## src/rtl/uart_frame_tx.sv

```systemverilog
// 8N1 UART frame transmitter: SYNC, cmd, len_hi, len_lo, payload[0..N-1], XOR checksum.
// Payload bytes are fetched one at a time from a synchronous read port with 1-cycle latency.
module uart_frame_tx #(
  parameter int unsigned CLKS_PER_BIT = 868,
  parameter logic [7:0]  SYNC_BYTE    = 8'hA5
) (
  input  logic        clk,
  input  logic        rst_n,
  input  logic        start,
  input  logic [7:0]  cmd,
  input  logic [15:0] len,
  output logic        rd_en,
  output logic [15:0] rd_addr,
  input  logic [7:0]  rd_data,
  output logic        uart_tx,
  output logic        busy,
  output logic        done,
  output logic [3:0]  debug_state
);

  localparam int unsigned CntW = (CLKS_PER_BIT > 1) ? $clog2(CLKS_PER_BIT) : 1;
  localparam logic [CntW-1:0] CntMax = CntW'(CLKS_PER_BIT - 1);

  typedef enum logic [3:0] {
    StIdle  = 4'd0,
    StShift = 4'd1,
    StFetch = 4'd2,
    StWait  = 4'd3,
    StDone  = 4'd4
  } state_e;

  // Which byte of the frame is currently loaded in the shifter.
  typedef enum logic [2:0] {
    PhSync,
    PhCmd,
    PhLenHi,
    PhLenLo,
    PhPayload,
    PhChk
  } phase_e;

  state_e          state_q;
  phase_e          phase_q;
  logic [7:0]      cmd_q;
  logic [15:0]     len_q;
  logic [7:0]      shift_q;
  logic [7:0]      chk_q;
  logic [15:0]     idx_q;
  logic [CntW-1:0] clk_cnt_q;
  logic [3:0]      bit_idx_q;
  logic            tx_q;
  logic            busy_q;
  logic            done_q;
  logic            rd_en_q;
  logic [15:0]     rd_addr_q;

  always_ff @(posedge clk or negedge rst_n) begin
    if (!rst_n) begin
      state_q   <= StIdle;
      phase_q   <= PhSync;
      cmd_q     <= 8'h00;
      len_q     <= 16'h0000;
      shift_q   <= 8'h00;
      chk_q     <= 8'h00;
      idx_q     <= 16'h0000;
      clk_cnt_q <= '0;
      bit_idx_q <= 4'd0;
      tx_q      <= 1'b1;
      busy_q    <= 1'b0;
      done_q    <= 1'b0;
      rd_en_q   <= 1'b0;
      rd_addr_q <= 16'h0000;
    end else begin
      done_q  <= 1'b0;
      rd_en_q <= 1'b0;
      unique case (state_q)
        StIdle: begin
          if (start) begin
            cmd_q     <= cmd;
            len_q     <= len;
            shift_q   <= SYNC_BYTE;
            chk_q     <= 8'h00;
            idx_q     <= 16'h0000;
            phase_q   <= PhSync;
            clk_cnt_q <= '0;
            bit_idx_q <= 4'd0;
            tx_q      <= 1'b0;
            busy_q    <= 1'b1;
            state_q   <= StShift;
          end
        end
        StShift: begin
          if (clk_cnt_q != CntMax) begin
            clk_cnt_q <= clk_cnt_q + CntW'(1);
          end else begin
            clk_cnt_q <= '0;
            if (bit_idx_q != 4'd9) begin
              // Advance to the next bit: data LSB first, then the stop bit.
              bit_idx_q <= bit_idx_q + 4'd1;
              tx_q      <= (bit_idx_q == 4'd8) ? 1'b1 : shift_q[bit_idx_q[2:0]];
            end else begin
              bit_idx_q <= 4'd0;
              unique case (phase_q)
                PhSync: begin
                  shift_q <= cmd_q;
                  chk_q   <= chk_q ^ cmd_q;
                  phase_q <= PhCmd;
                  tx_q    <= 1'b0;
                end
                PhCmd: begin
                  shift_q <= len_q[15:8];
                  chk_q   <= chk_q ^ len_q[15:8];
                  phase_q <= PhLenHi;
                  tx_q    <= 1'b0;
                end
                PhLenHi: begin
                  shift_q <= len_q[7:0];
                  chk_q   <= chk_q ^ len_q[7:0];
                  phase_q <= PhLenLo;
                  tx_q    <= 1'b0;
                end
                PhLenLo, PhPayload: begin
                  if (idx_q == len_q) begin
                    shift_q <= chk_q;
                    phase_q <= PhChk;
                    tx_q    <= 1'b0;
                  end else begin
                    rd_en_q   <= 1'b1;
                    rd_addr_q <= idx_q;
                    phase_q   <= PhPayload;
                    state_q   <= StFetch;
                  end
                end
                PhChk: begin
                  busy_q  <= 1'b0;
                  done_q  <= 1'b1;
                  state_q <= StDone;
                end
                default: state_q <= StIdle;
              endcase
            end
          end
        end
        StFetch: state_q <= StWait;
        StWait: begin
          // Read data arrives the cycle after the strobe; start bit begins immediately.
          shift_q <= rd_data;
          chk_q   <= chk_q ^ rd_data;
          idx_q   <= idx_q + 16'd1;
          tx_q    <= 1'b0;
          state_q <= StShift;
        end
        StDone:  state_q <= StIdle;
        default: state_q <= StIdle;
      endcase
    end
  end

  assign uart_tx     = tx_q;
  assign busy        = busy_q;
  assign done        = done_q;
  assign rd_en       = rd_en_q;
  assign rd_addr     = rd_addr_q;
  assign debug_state = state_q;

endmodule

```

## config.mk

```make
export PLATFORM = sky130hd
export DESIGN_NAME = uart_frame_tx
export DESIGN_NICKNAME = d
export VERILOG_FILES = /design/src/rtl/uart_frame_tx.sv
export SDC_FILE = /design/constraint.sdc
export NUM_CORES = 1
export LEC_CHECK = 0
export ABC_AREA = 1
export CORE_ASPECT_RATIO = 0.8
export CORE_MARGIN = 2
export CORE_UTILIZATION = 45
export CTS_BUF_LIST = sky130_fd_sc_hd__clkbuf_8
export CTS_CLUSTER_SIZE = 10
export DETAILED_ROUTE_END_ITERATION = 12
export PLACE_DENSITY = 0.66
export RECOVER_POWER = 100
export SLEW_MARGIN = 20
export SYNTH_ARGS = -nofsm -noshare
export SYNTH_HDL_FRONTEND = slang
export SYNTH_SLANG_ARGS = --single-unit
```

## constraint.sdc

```tcl
create_clock -name clk -period 2.9 [get_ports clk]
set_input_delay 0.58 -clock clk [delete_from_list [all_inputs] [get_ports clk]]
set_output_delay 0.58 -clock clk [all_outputs]
set_load 0.02 [all_outputs]
```

==> results of run 1 <==
[per-stage QoR]
| stage | worst slack [ps] | util [%] | instance area [µm²] | cells |
|---|---|---|---|---|
| after detailed placement | 724.0 | 52.18 | 6032 | 910 |
| after floorplan | 1225 | - | 5349 | 717 |
| after global placement | 743.2 | 52.18 | 6032 | 910 |
| after CTS | 626.8 | 53.86 | 6227 | 925 |
| final | 501.1 | 52.85 | 6110 | 925 |
| after global routing | 259.9 | 52.85 | 6110 | 925 |
[kinds of logic (layout without fill, tap and decap cells)]
kind of cell	after synthesis	in the layout	share of synthesized area [%]
AO/OA/AOI/OAI	119	119	12.98
adder cells (fa/ha/maj)	5	5	1.170
other	1	1	0.07011
flip-flops	96	96	44.94
AND/OR/NAND/NOR	376	376	30.85
XOR/XNOR	7	7	1.146
buffers and inverters	113	173	8.842
[cells in the mapped netlist (all sizes together) (2+ instances only)]
master / instances / area, µm²
buf: 10 / 86.32
dfrtp: 95 / 2377
clkbuf: 5 / 18.77
a31oi: 2 / 12.51
nand3b: 6 / 45.04
nand2: 252 / 973.4
ha: 5 / 62.56
nor2: 45 / 203.9
o21ai: 86 / 490.5
inv: 97 / 364.1
nand3: 57 / 302.8
o22ai: 9 / 56.30
nor3: 10 / 66.32
o21bai: 2 / 15.01
nand4: 3 / 18.77
a21boi: 3 / 22.52
xor2: 5 / 43.79
xnor2: 2 / 17.52
a21oi: 13 / 65.06
nor4: 2 / 27.53
[power by group]
part,switching (mW),internal [mW],total (mW)
sequential,0.255,1.66,1.91
clock,0.471,0.416,0.887
combinational,1.41,0.720,2.13
[worst register-to-register path: stages, from the launching register on]
cell and delay (ps):
dfrtp_1 410, ha_1 240, nand2_1 60, nor2_1 150, nand3_1 100, nand2_1 260
nand3_1 250, nor2_2 160, o21ai_0 400, nand2_1 160, o21ai_0 100
[layout make-up]
cell class | count | share of cell area [%]
flip-flops and latches | 96 | 39.34
multi-input cells | 508 | 38.64
repair buffers | 60 | 9.769
inverters | 98 | 6.021
well taps | 148 | 3.031
clock buffers | 10 | 2.253
clock inverters | 5 | 0.9420
[sequential cells by signal (all words and copies together), names as in the netlist]
register / count
debug_state: 3
idx_q: 16
rd_addr: 16
clk_cnt_q: 10
done: 1
busy: 1
shift_q: 8
phase_q: 3
chk_q: 8
bit_idx_q: 4
len_q: 16
cmd_q: 8
uart_tx: 1
rd_en: 1
[placed cells by master, fill, tap and decap left out, types with 10 or more instances in the layout]
master           count
clkbuf_8            10
a21oi_1             13
inv_1               91
nor2_1              40
dfrtp_1             95
nand2_1            246
nand3_1             56
dlygate4sd3_1       23
clkdlybuf4s50_1     33
o21ai_0             84
[per-layer routing]
| metal | vias up | global-route usage (%) | share of wire (%) |
|---|---|---|---|
| li1 | 2388 | - | - |
| met1 | 2246 | 30.93 | 50 |
| met2 | 168 | 32.01 | 42 |
| met3 | 19 | 4.702 | 6.1 |
| met4 | 0 | 5.748 | 1.4 |
| met5 | - | 0 | 0 |
[final timing paths]
path	startpoint	endpoint	slack, ps	cells past startpoint
min reg2reg	uart_tx	uart_tx	470	2
min in group asynchronous	rst_n	rd_addr[14]	500	1
max in group asynchronous	rst_n	uart_tx	1330	2
max reg2reg	clk_cnt_q[0]	chk_q[3]	500	10
max	clk_cnt_q[0]	chk_q[3]	500	10
min	uart_tx	uart_tx	470	2
==> flow_metrics.tcl, run 1 <==
set metrics [dict create \
    grt_pass1_wl_um 21780 \
    cts_buffers 9 \
    drive_above_1_share_pct 5.148 \
    path_class "reg -> reg" \
    grt_max_degree 73 \
    timing.hold.ws_ps 466.1 \
    die-width_um 125.9 \
    yosysSeqAreaShare_pct 44.94 \
    crit_path_top_delay_cell "dfrtp_1" \
    synth_enable_flop_cells 0 \
    multi_input_area_um2 2361 \
    synthArstFlopShare_pct 100.0 \
    hold_viol 0 \
    hpwl_um 9640 \
    p_per_area_nw_per_um2 807.9 \
    ys.flop_type "dfrtp_1" \
    path_cells "ha_1 -> nand2_1 -> nor2_1 -> nand3_1 -> nand2_1 -> nand3_1 -> nor2_2 -> o21ai_0 -> nand2_1 -> o21ai_0" \
    fillers 1160 \
    fmax_mhz 416.9 \
    cts_resized 0 \
    max_slew_margin_pct 8.251 \
    hold_path.class "reg -> reg" \
    syn_avg_cell_area_um2 7.460 \
    overflow 0 \
    fin_nets 813 \
    cts_sinks 96 \
    cts_setup_buffers 0 \
    cts_hold_buf 0 \
    worst_pin_slew_ps 1376 \
    vias 4821 \
    finalCriticalPeriod_ps 2399 \
    numPortBuffers 57 \
    synthCells 717 \
    setup_viol 0 \
    drc 0 \
    slew_viol_final 0 \
    crit_path_frequent_cell "nand2_1" \
    place.gp.congestion 0.8827 \
    synth_seq_cells 96 \
    arrival_ps 2650 \
    fp.dieH_um 101.5 \
    dieArea_um2 12780 \
    wire_per_inst_um 13.90 \
    critical_path_buf_inv_count 0 \
    htree_num_levels 3 \
    cts_tree "done" \
    netlist_area_um2 5349 \
    power.leakage_nw 3.063 \
    postRouteAntennaNets 0 \
    grt_use_total_pct 21.16 \
    cts_root_buf "clkbuf_8" \
    num_rows 35 \
    synth.net_count 757 \
    rsz0062_at_grt "no" \
    critical_path_required_ps 3150 \
    diodes 0 \
    status "complete, no violations" \
    drtIter0Drc 427 \
    first_pass_iters 5 \
    via_per_inst 5.212 \
    clkLatencyLatePin_ps 370 \
    skew_ps 8.959 \
    seq_area_um2 2404 \
    critPathTopFamily "simple AND/OR/NAND/NOR gates" \
    core_um2 11560 \
    vdd_drop_max_v 0.0003086 \
    tns_ps 0 \
    area_delta_synth_final_pct 14.22 \
    end_kind "register" \
    start_util_pct 46.27 \
    min_period_over_period_pct 82.72 \
    power_mw 4.936 \
    slowest_delay_ps 410 \
    antenna_found_initial 0 \
    drv_cap 0 \
    cp_max_fo 9 \
    io_pins 59 \
    grt_pass1_vias 4518 \
    yosysUniqueCellTypes 42 \
    cp-start-kind "register" \
    drt-total-wl_um 12860 \
    synth_warnings 0 \
    clock_path_buffers 2 \
    clk_pin_slew_ps 90 \
]
(Power assumes the default switching activity.)
==> inputs of run 2 (changes only) <==
--- a/config.mk
+++ b/config.mk
@@ -12,7 +12,7 @@
 export CTS_BUF_LIST = sky130_fd_sc_hd__clkbuf_8
 export CTS_CLUSTER_SIZE = 10
 export DETAILED_ROUTE_END_ITERATION = 12
-export PLACE_DENSITY = 0.66
+export PLACE_DENSITY = 0.69
 export RECOVER_POWER = 100
 export SLEW_MARGIN = 20
 export SYNTH_ARGS = -nofsm -noshare
==> constraint.sdc (replaced) <==
create_clock -name clk -period 2.2 [get_ports clk]
set_input_delay 0.44 -clock clk [delete_from_list [all_inputs] [get_ports clk]]
set_output_delay 0.44 -clock clk [all_outputs]
set_load 0.02 [all_outputs]
==> run 2 against run 1 <==
Effect of this change: the flow now finishes with violations (max-capacitance violations, max-slew violations); global-route usage increased by 0.50 points; die area unchanged; non-clock buffer count increased by 9; cell area increased by 2.5%; power increased by 39%; first-iteration DRC count increased by 26%; routed wire length increased by 3.2%; utilization increased by 1.3 points; highest routed layer unchanged.
==> flow_metrics.tcl, run 2 (synthesis results as in run 1) <==
set metrics [dict create \
    power.internal_mw 3.882 \
    vias 4832 \
    hpwl_um 10000 \
    cts_setup_buffers 0 \
    grt_pass1_vias 4564 \
    drtIter0Drc 540 \
    core_um2 11560 \
    cts_hold_buf 0 \
    power.leakage_nw 3.118 \
    clkLatencyLatePin_ps 370 \
    r2r_cells 9 \
    critical_path_required_ps 1760 \
    p_seq_share_pct 37.0 \
    violations "max-capacitance violations, max-slew violations" \
    cts_sinks 96 \
    drv_cap 1 \
    combPwrFrac_pct 43.6 \
    fmax_mhz 483.8 \
    cts_tree "done" \
    finalCriticalPeriod_ps 2067 \
    switchingPower_mw 2.958 \
    drive_above_1_share_pct 6.861 \
    postRouteAntennaNets 0 \
    fp.dieH_um 101.5 \
    via_per_inst 5.168 \
    dieArea_um2 12780 \
    tns_ps 0 \
    setup_viol 0 \
    clock_path_buffers 2 \
    cp-start-kind "register" \
    min_period_over_period_pct 93.96 \
    hold_path.class "reg -> reg" \
    layout.cells.non_filler 935 \
    grt_pass1_wl_um 22250 \
    drc 0 \
    arrival_ps 1630 \
    slew_viol_final 34 \
    place_ws_ps 128.0 \
    num_rows 35 \
    min_to "uart_tx" \
    io_pins 59 \
    rsz0062_at_grt "no" \
    cts_root_buf "clkbuf_8" \
    overflow 0 \
    wire_per_inst_um 14.19 \
    die-width_um 125.9 \
    setup_ws_ps 132.9 \
    cts_resized 0 \
    final_cell_mix "nand2_1, dfrtp_1, inv_1" \
    drt-total-wl_um 13270 \
    start_util_pct 46.27 \
    status "finished with violations" \
    r2r-start "clk_cnt_q[0]" \
    clkPwrFrac_pct 19.4 \
    end_kind "output port" \
    max_slew_margin_pct -25.88 \
    clk_pin_slew_ps 100 \
    sw_frac_of_total_pct 43.25 \
    r2r_end "chk_q[4]" \
    htree_num_levels 3 \
    timing.hold.ws_ps 464.6 \
    antenna_found_initial 0 \
    diodes 0 \
    dp.cells 919 \
    numPortBuffers 57 \
    hold_start "uart_tx" \
    worst_pin_slew_ps 1888 \
    skew_ps 11.19 \
    cts_buffers 9 \
    cp_max_fo 8 \
    p_per_area_nw_per_um2 1092 \
    path_class "reg -> out" \
    holdPathStages 2 \
    first_pass_iters 6 \
    hold_viol 0 \
    reg2reg_slack_ps 210 \
    grt_max_degree 53 \
    fin_nets 822 \
    grt_use_total_pct 21.66 \
    final_common_cell "nand2_1" \
    vdd_drop_max_v 0.0005221 \
    place.gp.congestion 0.8668 \
    area_delta_synth_final_pct 17.08 \
]
-- run 2: worst max-delay path: stages (launching register included) --
cell and delay [ps]:
dfrtp_1 370, buf_4 190, dlygate4sd3_1 690
-- run 2: how the worst max path moves through the flow --
stage / from / endpoint / slack [ps] / depth (start not counted)
after floorplan: debug_state[1] / rd_addr[13] / 520 / 12
after global placement: start / phase_q[1] / 190 / 10
after detailed placement: start / phase_q[0] / 130 / 10
after CTS: debug_state[2] / debug_state[2] / 180 / 1
after global routing: debug_state[0] / idx_q[15] / 40 / 9
final: debug_state[1] / debug_state[1] / 130 / 2
-- run 2: power groups by stage --
stage | sequential (mW) | clock [mW] | combinational, mW
2_1_floorplan | 2.48 | 0 | 2.16
3_3_place_gp | 2.55 | 0 | 2.90
3_5_place_dp | 2.56 | 0 | 2.99
4_1_cts | 2.53 | 1.36 | 3.01
5_1_grt | 2.59 | 1.42 | 3.42
6_report | 2.53 | 1.33 | 2.98
-- run 2: layer usage --
| metal | GRT usage (%) | vias up | routed length (µm) |
|---|---|---|---|
| met4 | 6.509 | 0 | 183 |
| met2 | 32.96 | 129 | 5803 |
| met5 | 0 | - | 0 |
| met1 | 31.79 | 2271 | 6611 |
| li1 | - | 2413 | - |
| met3 | 3.909 | 19 | 666 |
-- run 2: through the flow --
stage / instance area [µm²] / total power [mW] / util [%]
after floorplan: 5349 / 4.644 / -
after global placement: 6125 / 5.444 / 52.98
after detailed placement: 6125 / 5.549 / 52.98
after CTS: 6352 / 6.900 / 54.95
after global routing: 6262 / 7.424 / 54.17
final: 6262 / 6.840 / 54.17
-- run 2: final cells by class --
| type | count | area (µm²) |
|---|---|---|
| tap | 148 | 185.2 |
| sequential | 96 | 2404 |
| inverter | 98 | 367.9 |
| timing repair buffer | 69 | 669.4 |
| fill | 1108 | 5299 |
| clock inverter | 6 | 90.09 |
| clock buffer | 10 | 137.6 |
| multi-input combinational | 508 | 2409 |
